$ cat config.mk
export PLATFORM = sky130hd
export DESIGN_NAME = e4m3_accumulator
export DESIGN_NICKNAME = d
export VERILOG_FILES = /design/src/rtl/e4m3_accumulator.sv
export SDC_FILE = /design/constraint.sdc
export NUM_CORES = 1
export LEC_CHECK = 0
export CORE_ASPECT_RATIO = 2
export CORE_UTILIZATION = 63
export DETAILED_ROUTE_END_ITERATION = 7
export GPL_TIMING_DRIVEN = 0
export PLACE_DENSITY = 0.82
export SYNTH_ARGS = -nofsm -noshare
export SYNTH_HDL_FRONTEND = slang
export SYNTH_SLANG_ARGS = --single-unit
export TNS_END_PERCENT = 20
$ cat constraint.sdc
create_clock -name clock -period 19.4 [get_ports clock]
set_clock_uncertainty 0.1 [all_clocks]
set_input_delay 2.91 -clock clock [delete_from_list [all_inputs] [get_ports clock]]
set_output_delay 2.91 -clock clock [all_outputs]
set_load 0.01 [all_outputs]
$ cat src/rtl/e4m3_accumulator.sv
// Sums each in_last-delimited group of E4M3 values in an exact signed fixed-point accumulator.
// The group total is rounded to E4M3 (round to nearest, ties to even) once, when the group ends.
module e4m3_accumulator #(
    parameter int ACC_W     = 24,
    parameter int MAX_TERMS = 32
) (
    input  logic       clock,
    input  logic       reset,
    input  logic [7:0] in_data,
    input  logic       in_valid,
    input  logic       in_last,
    output logic       in_ready,
    output logic [7:0] y,
    output logic       is_output_valid,
    input  logic       out_ready,
    output logic [1:0] out_flags,
    output logic [1:0] dbg_state
);

    // Handshake: a beat moves on a rising edge where in_valid and in_ready are both high,
    // and a result moves on an edge where is_output_valid and out_ready are both high.
    // The source of a beat or a result holds it stable until that edge.

    localparam int CNT_W = $clog2(MAX_TERMS + 1);
    localparam int LW    = $clog2(ACC_W);
    localparam int EW    = LW + 1;

    typedef enum logic [1:0] {
        ACCUM   = 2'd0,
        CONVERT = 2'd1,
        HOLD    = 2'd2
    } state_t;

    state_t state, state_next;

    logic signed [ACC_W-1:0] acc;
    logic [CNT_W-1:0]        count;
    logic                    nan, sat;
    logic                    accept, out_fire;

    // Decode a beat into value * 2^9 as a signed integer.
    logic [3:0]              in_exp;
    logic [2:0]              in_man;
    logic                    beat_nan;
    logic [17:0]             beat_mag;
    logic signed [ACC_W-1:0] beat_ext, beat_val;

    always_comb begin
        in_exp   = in_data[6:3];
        in_man   = in_data[2:0];
        beat_nan = (in_data[6:0] == 7'h7F);
        if (in_exp == 4'd0) beat_mag = {15'd0, in_man};
        else                beat_mag = {14'd0, 1'b1, in_man} << (in_exp - 4'd1);
        beat_ext = {{(ACC_W-18){1'b0}}, beat_mag};
        beat_val = in_data[7] ? -beat_ext : beat_ext;
    end

    // Normalize the accumulator: leading one, 4-bit significand, guard and sticky.
    logic [ACC_W-1:0] mag;
    logic [LW-1:0]    lead, shamt, norm_exp;
    logic [3:0]       norm_m4;
    logic             norm_g, norm_s;

    always_comb begin
        mag  = acc[ACC_W-1] ? ACC_W'(-acc) : ACC_W'(acc);
        lead = '0;
        for (int i = 0; i < ACC_W; i++) begin
            if (mag[i]) lead = LW'(i);
        end
        shamt    = '0;
        norm_m4  = mag[3:0];
        norm_g   = 1'b0;
        norm_s   = 1'b0;
        norm_exp = mag[3] ? LW'(1) : '0;
        if (lead > LW'(3)) begin
            shamt    = lead - LW'(3);
            norm_m4  = 4'(mag >> shamt);
            norm_g   = mag[shamt - LW'(1)];
            norm_exp = lead - LW'(2);
            for (int i = 0; i < ACC_W; i++) begin
                if ((LW'(i) < shamt - LW'(1)) && mag[i]) norm_s = 1'b1;
            end
        end
    end

    // Normalized value captured in CONVERT; rounding feeds the output register in HOLD.
    logic          n_sign, n_zero, n_g, n_s;
    logic [LW-1:0] n_exp;
    logic [3:0]    n_m4;

    logic          round_up, r_ovf, conv_sat;
    logic [4:0]    m5;
    logic [EW-1:0] r_exp;
    logic [2:0]    r_man;
    logic [7:0]    conv_y;

    always_comb begin
        round_up = n_g & (n_s | n_m4[0]);
        m5       = {1'b0, n_m4} + 5'(round_up);
        r_exp    = {1'b0, n_exp} + EW'(m5[4]);
        r_man    = m5[2:0];
        r_ovf    = (r_exp > EW'(15)) || ((r_exp == EW'(15)) && (r_man == 3'd7));
        conv_sat = 1'b0;
        if (nan) begin
            conv_y = 8'h7F;
        end else if (n_zero) begin
            conv_y = 8'h00;
        end else if (r_ovf) begin
            conv_y   = {n_sign, 7'h7E};
            conv_sat = 1'b1;
        end else begin
            conv_y = {n_sign, r_exp[3:0], r_man};
        end
    end

    assign accept   = in_valid & in_ready;
    assign out_fire = is_output_valid & out_ready;

    always_ff @(posedge clock) begin
        if (reset) state <= ACCUM;
        else       state <= state_next;
    end

    always_comb begin
        state_next = state;
        case (state)
            ACCUM:   if (accept && in_last) state_next = CONVERT;
            CONVERT: state_next = HOLD;
            HOLD:    if (out_fire) state_next = ACCUM;
            default: state_next = ACCUM;
        endcase
    end

    always_comb begin
        in_ready  = !reset && (state == ACCUM);
        dbg_state = state;
    end

    always_ff @(posedge clock) begin
        if (reset) begin
            acc             <= '0;
            count           <= '0;
            nan             <= 1'b0;
            sat             <= 1'b0;
            y               <= 8'h00;
            out_flags       <= 2'b00;
            is_output_valid <= 1'b0;
            n_sign          <= 1'b0;
            n_zero          <= 1'b1;
            n_g             <= 1'b0;
            n_s             <= 1'b0;
            n_exp           <= '0;
            n_m4            <= '0;
        end else begin
            case (state)
                ACCUM: begin
                    if (accept) begin
                        if (beat_nan) nan <= 1'b1;
                        else          acc <= acc + beat_val;
                        if (count == CNT_W'(MAX_TERMS)) sat   <= 1'b1;
                        else                            count <= count + 1'b1;
                    end
                end
                CONVERT: begin
                    n_sign <= acc[ACC_W-1];
                    n_zero <= (acc == '0);
                    n_g    <= norm_g;
                    n_s    <= norm_s;
                    n_exp  <= norm_exp;
                    n_m4   <= norm_m4;
                end
                HOLD: begin
                    if (!is_output_valid) begin
                        y               <= conv_y;
                        out_flags       <= {nan, sat | conv_sat};
                        is_output_valid <= 1'b1;
                    end else if (out_ready) begin
                        is_output_valid <= 1'b0;
                        acc             <= '0;
                        count           <= '0;
                        nan             <= 1'b0;
                        sat             <= 1'b0;
                    end
                end
                default: ;
            endcase
        end
    end

endmodule

==> results.ini <==
[synth]
yosysWarnings=0
synth_compound_area_share_pct=30.0
synthSimpleGateAreaFrac_pct=26.1
netlist_area_um2=7460
syn_area_per_cell_um2=7.32
synth-edff-count=0
syn_nets=1072
synth_flop_cell=dfxtp_1
seq_area_frac_synth_pct=15.6
synthAdderAreaFrac_pct=6.94
muxShareOfSynthArea_pct=5.97
yosys.area_share.xor_xnor_pct=9.04
synth_top_family_by_area=compound AO/OA/AOI/OAI gates
ys_ff_latch=58
synth_async_sr_flop_share_pct=0
synth_cells=1019
ys_types=100

[worst_setup_path]
regToRegSetupSlack_ps=12580
ff2ff_path_depth=21
r2r_end=n_s
slowest_delay_ps=680
crit_type=primary input to flop
cp-end-kind=flop
path_max_fanout=10
crit_arrival_ps=9690
path_cells=clkdlybuf4s50_1 -> clkbuf_1 -> inv_1 -> ha_1 -> clkbuf_1 -> nand2_1 -> maj3_1 -> or3b_2 -> ha_1 -> nor2b_1 -> xnor2_1 -> ha_1 -> nor2b_1 -> o21ai_0 -> a21oi_1 -> o211ai_1 -> a31oi_1 -> a31oi_1 -> o21ai_0 -> a21o_1 -> a2111oi_0 -> a21oi_1 -> xor2_1 -> a32o_1
worstReg2RegStart=acc[23]
start_kind=primary input
cp_common_cell=ha_1
critical_path_required_ps=19530
slowest_stage=a2111oi_0

[clocking]
root_buffer=clkbuf_16
post_cts_buffers=0
clk_latency_ps=350
ctsHtreeMaxLevel=3
numCtsBuffers=9
cts_num_sinks=58
cts_tree=built
clk_path_buf_depth=2
hold_buffers=0
clk_pin_slew_worst_paths_ps=60
cts_resized=0

[cells_and_area]
syn2layout_area_growth_pct=10.0
fill_cells=1038
multiInputGateArea_um2=5820
fin_nets=1107
n_antenna_cell=0
ff_latch_area_um2=1160
drive_above_1_share_pct=8.97
fin_util_pct=71.8

[power]
switchingPower_uw=654
sequentialPowerShare_pct=11.4
powerDensity_nw_per_um2=149
power.share.switching_pct=53.4
peakVddDrop_mv=0.191
intPower_uw=571
pwr-share-clk_pct=14.7
combPwrFrac_pct=73.8
leakage_uw=0.00329

[sta]
fin_crit_ps=9560
maxSlewHeadroom_pct=29.8
hold_violations=0
rsz0062_at_grt=no
timing.fmax_mhz=105
slew_viol_final=0
finalSetupViolCount=0
tightest_slew_ps=1020
tns_ps=0
period_share_pct=49.3

[global_route]
grt_overflow=0
grt_pass1_wl_um=41000
grt.total_usage_pct=44.1
antenna_found_initial=0
grt_start_max_net_pins=14
grt_pass1_vias=8083

[floorplan]
io_pins=27
die_w_um=78.9
die_h_um=156
dieArea_um2=12300
initial_core_util_pct=65.3
rows=55
coreArea_um2=11400

[detailed_routing]
drc=0
wire_per_inst_um=22.2
first_pass_iters=5
drtAntennaViolNets=0
drt_iter0_markers=590
routed_via_density=6.99
finalWirelength_um=26600
vias=8392

[placed_design]
place_congestion=1.03
hpwl_um=20500
port_buffers=24

[min_path]
hold_path_class=flop to flop
holdPathEnd=out_flags[1]
min_from=out_flags[1]
hold_path_depth=2

[status]
status=complete, no violations

[flow_run]
cap_violations=0

synthesized netlist by cell type, types with 7 or more instances:
cell	instances	area share [%]
a211oi_1	13	1.3
a21o_1	18	1.8
a21oi_1	69	4.6
a22oi_1	15	1.5
a31oi_1	22	1.8
a32o_1	8	1.1
and2_1	9	0.75
and3_1	9	0.75
buf_2	17	1.1
clkbuf_1	41	2.1
dfxtp_1	58	16
ha_1	39	6.5
inv_1	34	1.7
mux2i_1	25	3.4
nand2_1	91	4.6
nand2b_1	13	1.1
nand3_1	26	1.7
nand4_1	7	0.59
nor2_1	119	6.0
nor2b_1	9	0.75
nor3_1	27	1.8
nor4_1	10	0.84
o211ai_1	7	0.70
o21a_1	8	0.81
o21ai_0	49	3.3
o22ai_1	14	1.2
o31a_1	9	1.1
o31ai_1	13	1.3
or2_2	11	0.92
or3_1	11	0.92
xnor2_1	40	4.7
xor2_1	27	3.2
routing by layer:
layer | routed length (um) | track usage [%] | vias to the layer above
li1 | - | - | 3851
met1 | 8730 | 39.0 | 3926
met2 | 13500 | 78.6 | 428
met3 | 1620 | 11.3 | 187
met4 | 2780 | 41.3 | 0
met5 | 0 | 0 | -
cell families after synthesis:
group / count (synthesis)
multiplexers: 37
buffers and inverters: 108
flip-flops: 58
AND/OR/NAND/NOR: 386
XOR/XNOR: 71
AO/OA/AOI/OAI: 318
adder cells (fa/ha/maj): 41
sequential cells by signal (all words and copies together), names as in the netlist, 2 cells and up:
register,flops
out_flags,2
count,6
acc,24
n_m4,4
n_exp,5
dbg_state,2
y,8
final cells by class:
cell class | count | share of cell area [%]
sequential | 58 | 14.2
inverter | 37 | 1.72
clock inverter | 7 | 1.25
timing repair buffer | 24 | 2.93
multi-input combinational | 853 | 71.0
buffer | 71 | 4.06
clock buffer | 9 | 2.74
tap | 142 | 2.17
per-stage QoR:
stage / area (um^2) / hold slack [ps] / setup WS [ps] / power [uW] / cells
2_1_floorplan: 7460 / 337 / 11250 / 784 / 1019
3_3_place_gp: 7880 / 354 / 9620 / 996 / 1185
3_5_place_dp: 7880 / 353 / 9550 / 1000 / 1185
4_1_cts: 8210 / 361 / 9850 / 1180 / 1201
5_1_grt: 8210 / 378 / 9380 / 1280 / 1201
6_report: 8210 / 362 / 9840 / 1220 / 1201
worst max-delay path: cells and delay by family:
kind            cells  cell delay [ps]
compound gates     10             3000
buf+inv             4             1280
fa+ha+maj           4             1210
xor+xnor            2              310
simple gates        4              990
worst max path at each step:
stage	depth (start not counted)	to	slack [ps]	startpoint
after detailed placement	24	acc[22]	9550	in_data[3]
after floorplan	24	acc[23]	11250	in_data[3]
after global placement	24	acc[22]	9620	in_data[3]
final	24	acc[22]	9840	in_data[3]
after CTS	24	acc[22]	9850	in_data[3]
after global routing	24	acc[22]	9380	in_data[3]
power by group through the flow:
stage                     Combinational, uW  Clock [uW]  Sequential (uW)
after global routing                    955         185              141
after detailed placement                858           0              142
after global placement                  854           0              142
after CTS                               863         178              140
after floorplan                         645           0              139
final                                   904         181              140
cells in the final DEF (no fill, tap or decap), drive strengths merged, types with 25 or more instances in the layout:
master,count
clkbuf,50
nor3,29
a21oi,70
o21ai,53
mux2i,25
buf,30
nand2,92
xor2,29
ha,39
nand3,26
nor2,119
xnor2,42
inv,37
dfxtp,58
Power figures use the tool's default switching activity.
